`src/rtl/continuous_monitoring_system_pkg.sv`:
```
// Shared definitions for the continuous monitoring system and its trace-path neighbours.
// Revision: 1.0
`timescale 1ns/1ps
`default_nettype none

package continuous_monitoring_system_pkg;

  localparam int         AXI_DATA_WIDTH      = 200;
  localparam int         TRACE_SER_OUT_WIDTH = 64;
  localparam logic [7:0] TRACE_SER_SYNC_BYTE = 8'hA5;

  typedef enum logic {
    SER_IDLE = 1'b0,
    SER_SEND = 1'b1
  } trace_ser_state_t;

endpackage

`default_nettype wire

```
`src/rtl/trace_pkt_serializer.sv`:
```
// trace_pkt_serializer: splits one wide trace packet into LS-first OUT_WIDTH beats.
// Optional header beat per packet when TRACE_PKT_SERIALIZER_HEADER_EN is defined. Revision: 1.0
`timescale 1ns/1ps
`default_nettype none

module trace_pkt_serializer
  import continuous_monitoring_system_pkg::*;
#(
  parameter int IN_WIDTH  = AXI_DATA_WIDTH,
  parameter int OUT_WIDTH = TRACE_SER_OUT_WIDTH
) (
  input  logic                 clk,
  input  logic                 rst_n,
  input  logic                 S_AXIS_tvalid,
  output logic                 S_AXIS_tready,
  input  logic [IN_WIDTH-1:0]  S_AXIS_tdata,
  input  logic                 S_AXIS_tlast,
  output logic                 M_AXIS_tvalid,
  input  logic                 M_AXIS_tready,
  output logic [OUT_WIDTH-1:0] M_AXIS_tdata,
  output logic                 M_AXIS_tlast,
  output logic                 busy,
  output logic [31:0]          sent_pkt_count
);

  localparam int NUM_BEATS = (IN_WIDTH + OUT_WIDTH - 1) / OUT_WIDTH;
  localparam int PAD_WIDTH = NUM_BEATS * OUT_WIDTH;
`ifdef TRACE_PKT_SERIALIZER_HEADER_EN
  localparam int BURST = NUM_BEATS + 1;
`else
  localparam int BURST = NUM_BEATS;
`endif
  localparam int               IDX_W    = (BURST > 1) ? $clog2(BURST) : 1;
  localparam logic [IDX_W-1:0] LAST_IDX = IDX_W'(BURST - 1);

  trace_ser_state_t       state;
  trace_ser_state_t       state_nxt;
  logic [IDX_W-1:0]       beat_idx;
  logic [IDX_W-1:0]       data_idx;
  logic [PAD_WIDTH-1:0]   pkt_q;
  logic                   last_q;
  logic [OUT_WIDTH-1:0]   beat_data;
  logic                   final_beat;
  logic                   out_fire;
  logic                   final_fire;
  logic                   in_fire;

`ifdef TRACE_PKT_SERIALIZER_HEADER_EN
  localparam logic [7:0] NUM_BEATS_B = 8'(NUM_BEATS);
  logic [15:0] hdr_cnt_q;
`endif

  assign final_beat = (state == SER_SEND) && (beat_idx == LAST_IDX);
  assign out_fire   = M_AXIS_tvalid & M_AXIS_tready;
  assign final_fire = out_fire & final_beat;
  assign in_fire    = S_AXIS_tvalid & S_AXIS_tready;

  always_comb begin
    state_nxt     = state;
    S_AXIS_tready = 1'b0;
    M_AXIS_tvalid = 1'b0;
    busy          = 1'b0;
    case (state)
      SER_IDLE: begin
        S_AXIS_tready = 1'b1;
        if (S_AXIS_tvalid) state_nxt = SER_SEND;
      end
      SER_SEND: begin
        M_AXIS_tvalid = 1'b1;
        busy          = 1'b1;
        // Ready opens in the final-beat cycle so a waiting packet follows with no bubble.
        S_AXIS_tready = final_beat & M_AXIS_tready;
        if (final_fire && !S_AXIS_tvalid) state_nxt = SER_IDLE;
      end
      default: state_nxt = SER_IDLE;
    endcase
  end

  always_ff @(posedge clk or negedge rst_n) begin
    if (!rst_n) begin
      state <= SER_IDLE;
    end else begin
      state <= state_nxt;
    end
  end

  always_ff @(posedge clk or negedge rst_n) begin
    if (!rst_n) begin
      pkt_q          <= '0;
      last_q         <= 1'b0;
      beat_idx       <= '0;
      sent_pkt_count <= '0;
`ifdef TRACE_PKT_SERIALIZER_HEADER_EN
      hdr_cnt_q      <= '0;
`endif
    end else begin
      if (final_fire) sent_pkt_count <= sent_pkt_count + 32'd1;
      if (in_fire) begin
        pkt_q    <= PAD_WIDTH'(S_AXIS_tdata);
        last_q   <= S_AXIS_tlast;
        beat_idx <= '0;
`ifdef TRACE_PKT_SERIALIZER_HEADER_EN
        // Header carries the count including a packet completing in this same cycle.
        hdr_cnt_q <= sent_pkt_count[15:0] + {15'd0, final_fire};
`endif
      end else if (final_fire) begin
        beat_idx <= '0;
      end else if (out_fire) begin
        beat_idx <= beat_idx + IDX_W'(1);
      end
    end
  end

`ifdef TRACE_PKT_SERIALIZER_HEADER_EN
  assign data_idx = beat_idx - IDX_W'(1);
`else
  assign data_idx = beat_idx;
`endif

  always_comb begin
    beat_data = '0;
    for (int k = 0; k < NUM_BEATS; k++) begin
      if (data_idx == IDX_W'(k)) beat_data = pkt_q[k*OUT_WIDTH +: OUT_WIDTH];
    end
`ifdef TRACE_PKT_SERIALIZER_HEADER_EN
    if (beat_idx == '0) begin
      beat_data       = '0;
      beat_data[31:0] = {hdr_cnt_q, TRACE_SER_SYNC_BYTE, NUM_BEATS_B};
    end
`endif
    M_AXIS_tdata = M_AXIS_tvalid ? beat_data : '0;
  end

  assign M_AXIS_tlast = last_q & final_beat;

endmodule

`default_nettype wire
```
`config.mk`:
```
export PLATFORM = sky130hd
export DESIGN_NAME = trace_pkt_serializer
export DESIGN_NICKNAME = d
export VERILOG_FILES = /design/src/rtl/continuous_monitoring_system_pkg.sv /design/src/rtl/trace_pkt_serializer.sv
export SDC_FILE = /design/constraint.sdc
export NUM_CORES = 1
export LEC_CHECK = 0
export CORE_MARGIN = 5
export CORE_UTILIZATION = 30
export DETAILED_ROUTE_END_ITERATION = 12
export GPL_ROUTABILITY_DRIVEN = 0
export MAX_ROUTING_LAYER = met4
export PLACE_DENSITY = 0.66
export SETUP_SLACK_MARGIN = 0.2
export SKIP_CTS_REPAIR_TIMING = 1
export SYNTH_ARGS = -nofsm -noshare
export SYNTH_HDL_FRONTEND = slang
export SYNTH_SLANG_ARGS = --single-unit
```
`constraint.sdc`:
```
create_clock -name clk -period 2.25 [get_ports clk]
set_clock_uncertainty 0.2 [all_clocks]
set_input_delay 0.5625 -clock clk [delete_from_list [all_inputs] [get_ports clk]]
set_output_delay 0.5625 -clock clk [all_outputs]
set_load 0.05 [all_outputs]
```
======== After elaboration in Yosys (flattened, before gate mapping) ========
Cells that the tools add are included.
W data, S select, Z words.
cells by class
  add/subtract/negate cells ............... 2
  multiply operators ...................... 0
  divide/modulo/power cells ............... 0
  magnitude comparators ................... 0
  equality and inequality tests ........... 3
  shifts and indexed selects .............. 0
  multiplexer cells ....................... 13
  bitwise logic cells ..................... 6
  reductions and logical operators ........ 5
operators by type and width
  kind                     count
  $mux W64                 5
  $add A32 B1 Y32 const B  1
  $mux W2                  3
  $and A1 B1 Y1            5
  $eq A2 B2 Y1 const B     2
  $pmux W1 S2              2
  $mux W1                  3
  $reduce_bool A3 Y1       1
  $add A2 B1 Y2 const B    1
  $eq A2 B1 Y1 const B     1
  $logic_and A1 B1 Y1      2
  $logic_not A2 Y1         1
  $logic_not A1 Y1         1
  $not A1 Y1               1
word-level totals
  register bits ........................... 236
  latch bits .............................. 0
  memory bits (writable) .................. 0
  ROM bits ................................ 0
  bits of input ports ..................... 205
  output and inout port bits .............. 100
  logic and storage cells ................. 34
  memories kept ........................... 0

======== Longest topological paths before layout ========
  word-level depth ........................ 6
  depth in mapped cells ................... 8
  mapped depth without buffers ............ 6

======== Worst setup path before layout ========
No wires, ideal clock.
  path type ............................... register to output
  start ................................... register beat_idx[0]
  end ..................................... output M_AXIS_tdata[22]
  data arrival time ....................... 2.570 ns
  required time ........................... 1.487 ns
  path slack .............................. -1.083 ns
  cell stages (with the launch flop) ...... 9
  buffers on the path ..................... 3
  path through ............................ dfrtp_1 inv_1 ha_1 nor2b_1 buf_2 buf_2 buf_1 a221oi_1 nor3_1
on the way
  cells in the longest elaborated chain, start to end .. 6
  elaborated cells between the ends (all ways) .. 9
  those cells by class .................... eq/ne: 3; mux: 5; reduce/logical: 1
ends and longest elaborated chain
  what                      RTL line                     source
  start: declaration        trace_pkt_serializer.sv:38   logic [IDX_W-1:0] beat_idx;
  start signal: assignment  trace_pkt_serializer.sv:109  beat_idx <= beat_idx + IDX_W'(1);
  $logic_not A2 Y1          trace_pkt_serializer.sv:123  if (data_idx == IDX_W'(k)) beat_data = pkt_q[k*OUT_WIDTH +: OUT_WIDTH];
  $mux W64 (3 in series)    trace_pkt_serializer.sv:123
  $mux W64 (*)              trace_pkt_serializer.sv:123
  $mux W64 (*)              trace_pkt_serializer.sv:131  M_AXIS_tdata = M_AXIS_tvalid ? beat_data : '0;
  end: declaration          trace_pkt_serializer.sv:20   output logic [OUT_WIDTH-1:0] M_AXIS_tdata,
Mark *: on every way between the ends. The rest lies on a longest branch, timed or not.

======== Worst setup path in the final report ========
  start ................................... register beat_idx[0]
  end ..................................... output M_AXIS_tdata[6]
Same word-level chain as after synthesis.

==> results_dict.tcl <==
set metrics [dict create \
    timing.fmax_mhz 327 \
    reg2reg_slack_ps 10 \
    timing.critical_path.from "beat_idx[0]$_DFFE_PN0P_" \
    ff_latch_area_mm2 0.00591 \
    failed_checks "setup timing" \
    synth_fp_nets 1031 \
    cellLeakagePower_nw 7.56 \
    synthArstFlopShare_pct 100 \
    crit_path_max_fanout 6 \
    synthTopCellsByArea "dfrtp_1 (55%), mux2_2 (21%), a221oi_1 (5.1%)" \
    setup-tns-final_ps -47190 \
    timing.setup.critical_path_class "reg -> out" \
    worst_hold_slack_ps 279 \
    nets 1413 \
    tightest_slew_ps 494 \
    rsz0062_at_grt "yes" \
    global_route_wire_length_before_repair_um 49400 \
    synth_top_area_share_pct 54.8 \
    final_hold_viol_count 0 \
    synth.yosys.seq_area_share_pct 54.8 \
    number_of_search_and_repair_iterations_in_the_first_detailed_routing_pass 4 \
    cp_data_arrival_time_ps 2290 \
    buffer_ports.inserted 304 \
    vdd_ir_drop_max_uv 1100 \
    cts_tree "done" \
    layout_setup_ws_ps -807 \
    run_status "finished, violations left" \
    initialDrtViolationCount 234 \
    avgRoutedWirePerCell_um 20.9 \
    setup_violations 66 \
    synth.ff_latch_count 236 \
    postRouteAntennaNets 0 \
    syn_area_per_cell_um2 13.1 \
    final-max-slew-violation-count 0 \
    cts_buffer_count 27 \
    instances_no_fill 1686 \
    p_per_area_mw_per_mm2 1650 \
    first_global_vias 8734 \
    fp-row-count 69 \
    cpMaxStageDelayCell "dfrtp_1" \
    min_from "sent_pkt_count[31]$_DFFE_PN0P_" \
    dpl_cell_area_mm2 0.0156 \
    finalWirelength_um 35300 \
    grt_antenna_before_repair 3 \
    design.die.area_mm2 0.0398 \
    yosys.cell_types.count 34 \
    finish.utilization_pct 51.0 \
    cp_cell_sequence "buf_6 > ha_4 > nor2b_4 > buf_12 > a221oi_1 > o31ai_1 > and2_4 > buf_4" \
    detail_route.vias_per_cell 4.86 \
    grt_start_max_net_pins 57 \
    grt.total_usage_pct 16.0 \
    synthesis.area_mm2 0.0108 \
    synthesized_instance_count 821 \
    cts_max_path_buffers 3 \
    critical-path-max-stage-delay_ps 410 \
    core_area_mm2 0.0355 \
    cts.reportedPaths.clkPinSlew_ps 60 \
    pin_count 305 \
    relSlewSlack_pct 66.8 \
    dpl.hpwl_um 23500 \
    layout-drive-gt1-share_pct 52.4 \
    multi_input_combinational_cell_area_mm2 0.00586 \
    count_of_warnings_emitted_by_yosys 0 \
    commonest_non_fill_non_tap_cell_in_the_layout "dfrtp_1" \
    yosysTopAreaCell "dfrtp_1" \
    worst_setup_path_start_kind "register" \
    num_vias 8194 \
    clock-root-buffer "clkbuf_16" \
    initial_cell_density_of_the_core_pct 30.4 \
    synth_edf_count 0 \
    area.growth.synth_to_final_pct 68.0 \
    rr_startpoint "beat_idx[0]$_DFFE_PN0P_" \
    drcViolationCount 0 \
    grt_remaining_overflow 0 \
    period_minus_slack_ps 3060 \
    cts.htree.levels 1 \
    max_cap_violations 0 \
    final_cell_mix "dfrtp_1 (231), clkdlybuf4s50_1 (203), mux2_2 (202)" \
    fillers 2994 \
    cts.sink_count 236 \
    die_y_um 200 \
    post_route_cell_area_mm2 0.0181 \
    synthFlopType "dfrtp_1" \
    final.period_utilization_pct 136 \
    clock_latency_ps 530 \
    hold_path_class "reg -> reg" \
    dp_cells 1597 \
    dieWidth_um 200 \
    cp_data_required_time_ps 1490 \
    critPathCaptureType "output pin" \
]
state kept, by name (all words and copies together), names as in the netlist:
name / flops
sent_pkt_count: 32
beat_idx: 2
state: 1
pkt_q: 200
last_q: 1
where the power goes:
group / internal (W) / switching, W
clock network: 0.00288 / 0.00176
logic: 0.00821 / 0.00943
registers: 0.00615 / 0.00144
total: 0.0172 / 0.0126
cell usage after synthesis (7+ instances only):
cell type / instances
a221oi_1: 63
and2_1: 10
buf_6: 21
clkbuf_1: 30
dfrtp_1: 236
mux2_2: 202
nand2_1: 23
nand3_1: 16
nand4_1: 9
nor2b_1: 64
nor3_1: 57
o31ai_1: 8
xnor2_1: 24
xor2_1: 7
path summary, 6_finish.rpt:
kind / end / depth (start not counted)
max: M_AXIS_tdata[6] / 8
min: sent_pkt_count[31]$_DFFE_PN0P_ / 1
max reg2reg: pkt_q[46]$_DFFE_PN0P_ / 9
min reg2reg: sent_pkt_count[31]$_DFFE_PN0P_ / 1
max in group asynchronous: sent_pkt_count[14]$_DFFE_PN0P_ / 3
min in group asynchronous: pkt_q[182]$_DFFE_PN0P_ / 2
per-layer routing:
metal / up-vias / wire length [um] / global-route usage [%]
met5: - / 0 / -
met4: 0 / 518 / 2.72
met3: 42 / 2970 / 4.72
met2: 242 / 17500 / 26.4
met1: 4117 / 14300 / 20.0
li1: 3793 / - / -
critical path, delay by kind of cell, from the launching register on:
family,cells,cell delay [ps]
adders and majority gates,1,170
and+or+nand+nor,2,350
AOI/OAI and AO/OA,2,360
DFF,1,410
buffers and inverters,3,470
metrics by stage:
step | setup slack, ps | power [W]
after detailed placement | -352 | 0.0223
after CTS | -948 | 0.0271
final | -807 | 0.0299
after global placement | -373 | 0.0221
after global routing | -967 | 0.0314
after floorplan | -191 | 0.0180
logic make-up after synthesis:
family	Yosys count	synth area share, %
fa+ha+maj	5	0.581
xor+xnor	31	2.52
mux	202	21.1
simple gates	204	11.0
buf+inv	66	3.94
flops	236	54.8
compound gates	77	6.03
cell type report:
type	count	share of cell area (%)
Timing Repair Buffer	417	26.4
Antenna cell	2	0.0277
Multi-Input combinational cell	519	32.4
Clock inverter	7	0.677
Tap cell	461	3.19
Sequential cell	236	32.7
Clock buffer	42	4.60
Inverter	2	0.0415
No activity file was read; power rests on OpenSTA's default activity.
==> RTL change, RTL diff (same flow settings) <==
The package constant `TRACE_SER_OUT_WIDTH` goes from 64 to 32.
--- a/src/rtl/continuous_monitoring_system_pkg.sv
+++ b/src/rtl/continuous_monitoring_system_pkg.sv
@@ -8,3 +8,3 @@
   localparam int         AXI_DATA_WIDTH      = 200;
-  localparam int         TRACE_SER_OUT_WIDTH = 64;
+  localparam int         TRACE_SER_OUT_WIDTH = 32;
   localparam logic [7:0] TRACE_SER_SYNC_BYTE = 8'hA5;
Ports: changed (resized M_AXIS_tdata); port bits go from 305 to 273. No check against the original RTL was run, so the function may have changed too.
==> RTL change against the original RTL <==
Routed wire length is 1.5% higher. First-iteration DRC count up 87%. Register-to-register slack got worse by 0.13 ns. Die area is 1.4% higher. Final area decreased by 3.9%. Critical endpoint is now M_AXIS_tdata[24]. Sequential cell count rose by 1. Worst setup slack got worse by 0.35 ns. Sequential power shrank 4.9%. Total power fell by 13%. Global-route usage increased by 0.80 points. Area after synthesis up 1.5%. Largest cell class unchanged. Combinational power is 19% lower. The flow still finishes with violations (negative setup slack). Cell count grew 3.4%.
==> RTL change: results (changes against the original RTL) <==
wl_met2_um: 17000  # was 17500 µm
fin_nets: 1457  # was 1413
slowest_delay_ns: 0.47  # was 0.41 ns
fill_cells: 3185  # was 2994
ys_seq_area_frac: 0.542  # was 0.548
use_met2: 0.263  # was 0.264
firstDrtPassIters: 5  # was 4
violations: "negative setup slack"  # unchanged
synthAdderAreaFrac: 0.00686  # was 0.00581
synth_cell_type_count: 50  # was 34
cp_max_fo: 9  # was 6
ir_worst_vdd_v: 0.000806  # was 0.00110 V
min_to: "pkt_q[94]"  # was sent_pkt_count[31]
hold_start: "pkt_q[94]"  # was sent_pkt_count[31]
synthTopCellsByArea: "dfrtp_1 (54%), mux2_1 (21%), a21oi_1 (2.6%)"  # was dfrtp_1 (55%), mux2_2 (21%), a221oi_1 (5.1%)
dp_hpwl_um: 25600  # was 23500 µm
grt_pass1_wl_um: 53200  # was 49400 µm
synth-xor-area-share: 0.0248  # was 0.0252
grt_use_total: 0.168  # was 0.160
seq_power_share: 0.279  # was 0.254
max_slew_margin: 0.603  # was 0.668
final_layout_size_suffix_gt1_frac: 0.311  # was 0.524
whs_ns: 0.280  # was 0.279 ns
critical_path.slowest_cell: "dfrtp_2"  # was dfrtp_1
num_vias: 8547  # was 8194
grt_max_degree: 67  # was 57
dpl-instance-area_um2: 15600  # about the same
place_ws_ns: -0.694  # was -0.352 ns
setup.worst_path.end: "M_AXIS_tdata[24]"  # was M_AXIS_tdata[6]
power_density_nw_per_um2: 1490  # was 1650 nW/µm²
avgSynthCellArea_um2: 12.6  # was 13.1 µm²
synth_mux_area_frac: 0.208  # was 0.211
met1_length_um: 15400  # was 14300 µm
worstReg2RegEnd: "pkt_q[15]"  # was pkt_q[46]
total_leakage_power_nw: 7.31  # was 7.56 nW
finalSetupViolations: 236  # was 66
dp_cells: 1658  # was 1597
setup_tns_ns: -48.94  # was -47.19 ns
multi_input_area_um2: 5410  # was 5860 µm²
synth_common_cells: "dfrtp_1 (237), mux2_1 (201), a21oi_1 (56), nand2_1 (48), nand3b_1 (33)"  # was dfrtp_1 (236), mux2_2 (202), nor2b_1 (64), a221oi_1 (63), nor3_1 (57)
power_frac_comb: 0.552  # was 0.591
grt_pass1_vias: 8997  # was 8734
wire_per_inst_um: 20.6  # was 20.9 µm
port_buffers: 272  # was 304
setup_slack_ns: -1.16  # was -0.807 ns
status: "finished, violations left"  # unchanged
-- RTL change: cell types whose count changed in the layout (fill, tap and decap cells not counted), moves of 25 or more --
| cell | before | now |
|---|---|---|
| mux2_2 | 202 | 1 |
| mux2_1 | 0 | 137 |
| mux2_4 | 0 | 64 |
| nor3_4 | 55 | 0 |
| a21oi_1 | 0 | 54 |
| a221oi_2 | 44 | 4 |
| nand3b_1 | 2 | 33 |
| nor2b_1 | 31 | 1 |
| buf_4 | 89 | 116 |
| buf_6 | 56 | 29 |
| nand2_1 | 20 | 46 |
| nor2b_2 | 25 | 0 |
-- RTL change: layout make-up --
type                       count  area share
antenna                       10     0.00144
sequential                   237       0.341
inverter                      17     0.00396
timing repair buffer         411       0.258
clock buffer                  38      0.0460
clock inverter                11     0.00482
tap                          468      0.0337
multi-input combinational    551       0.311
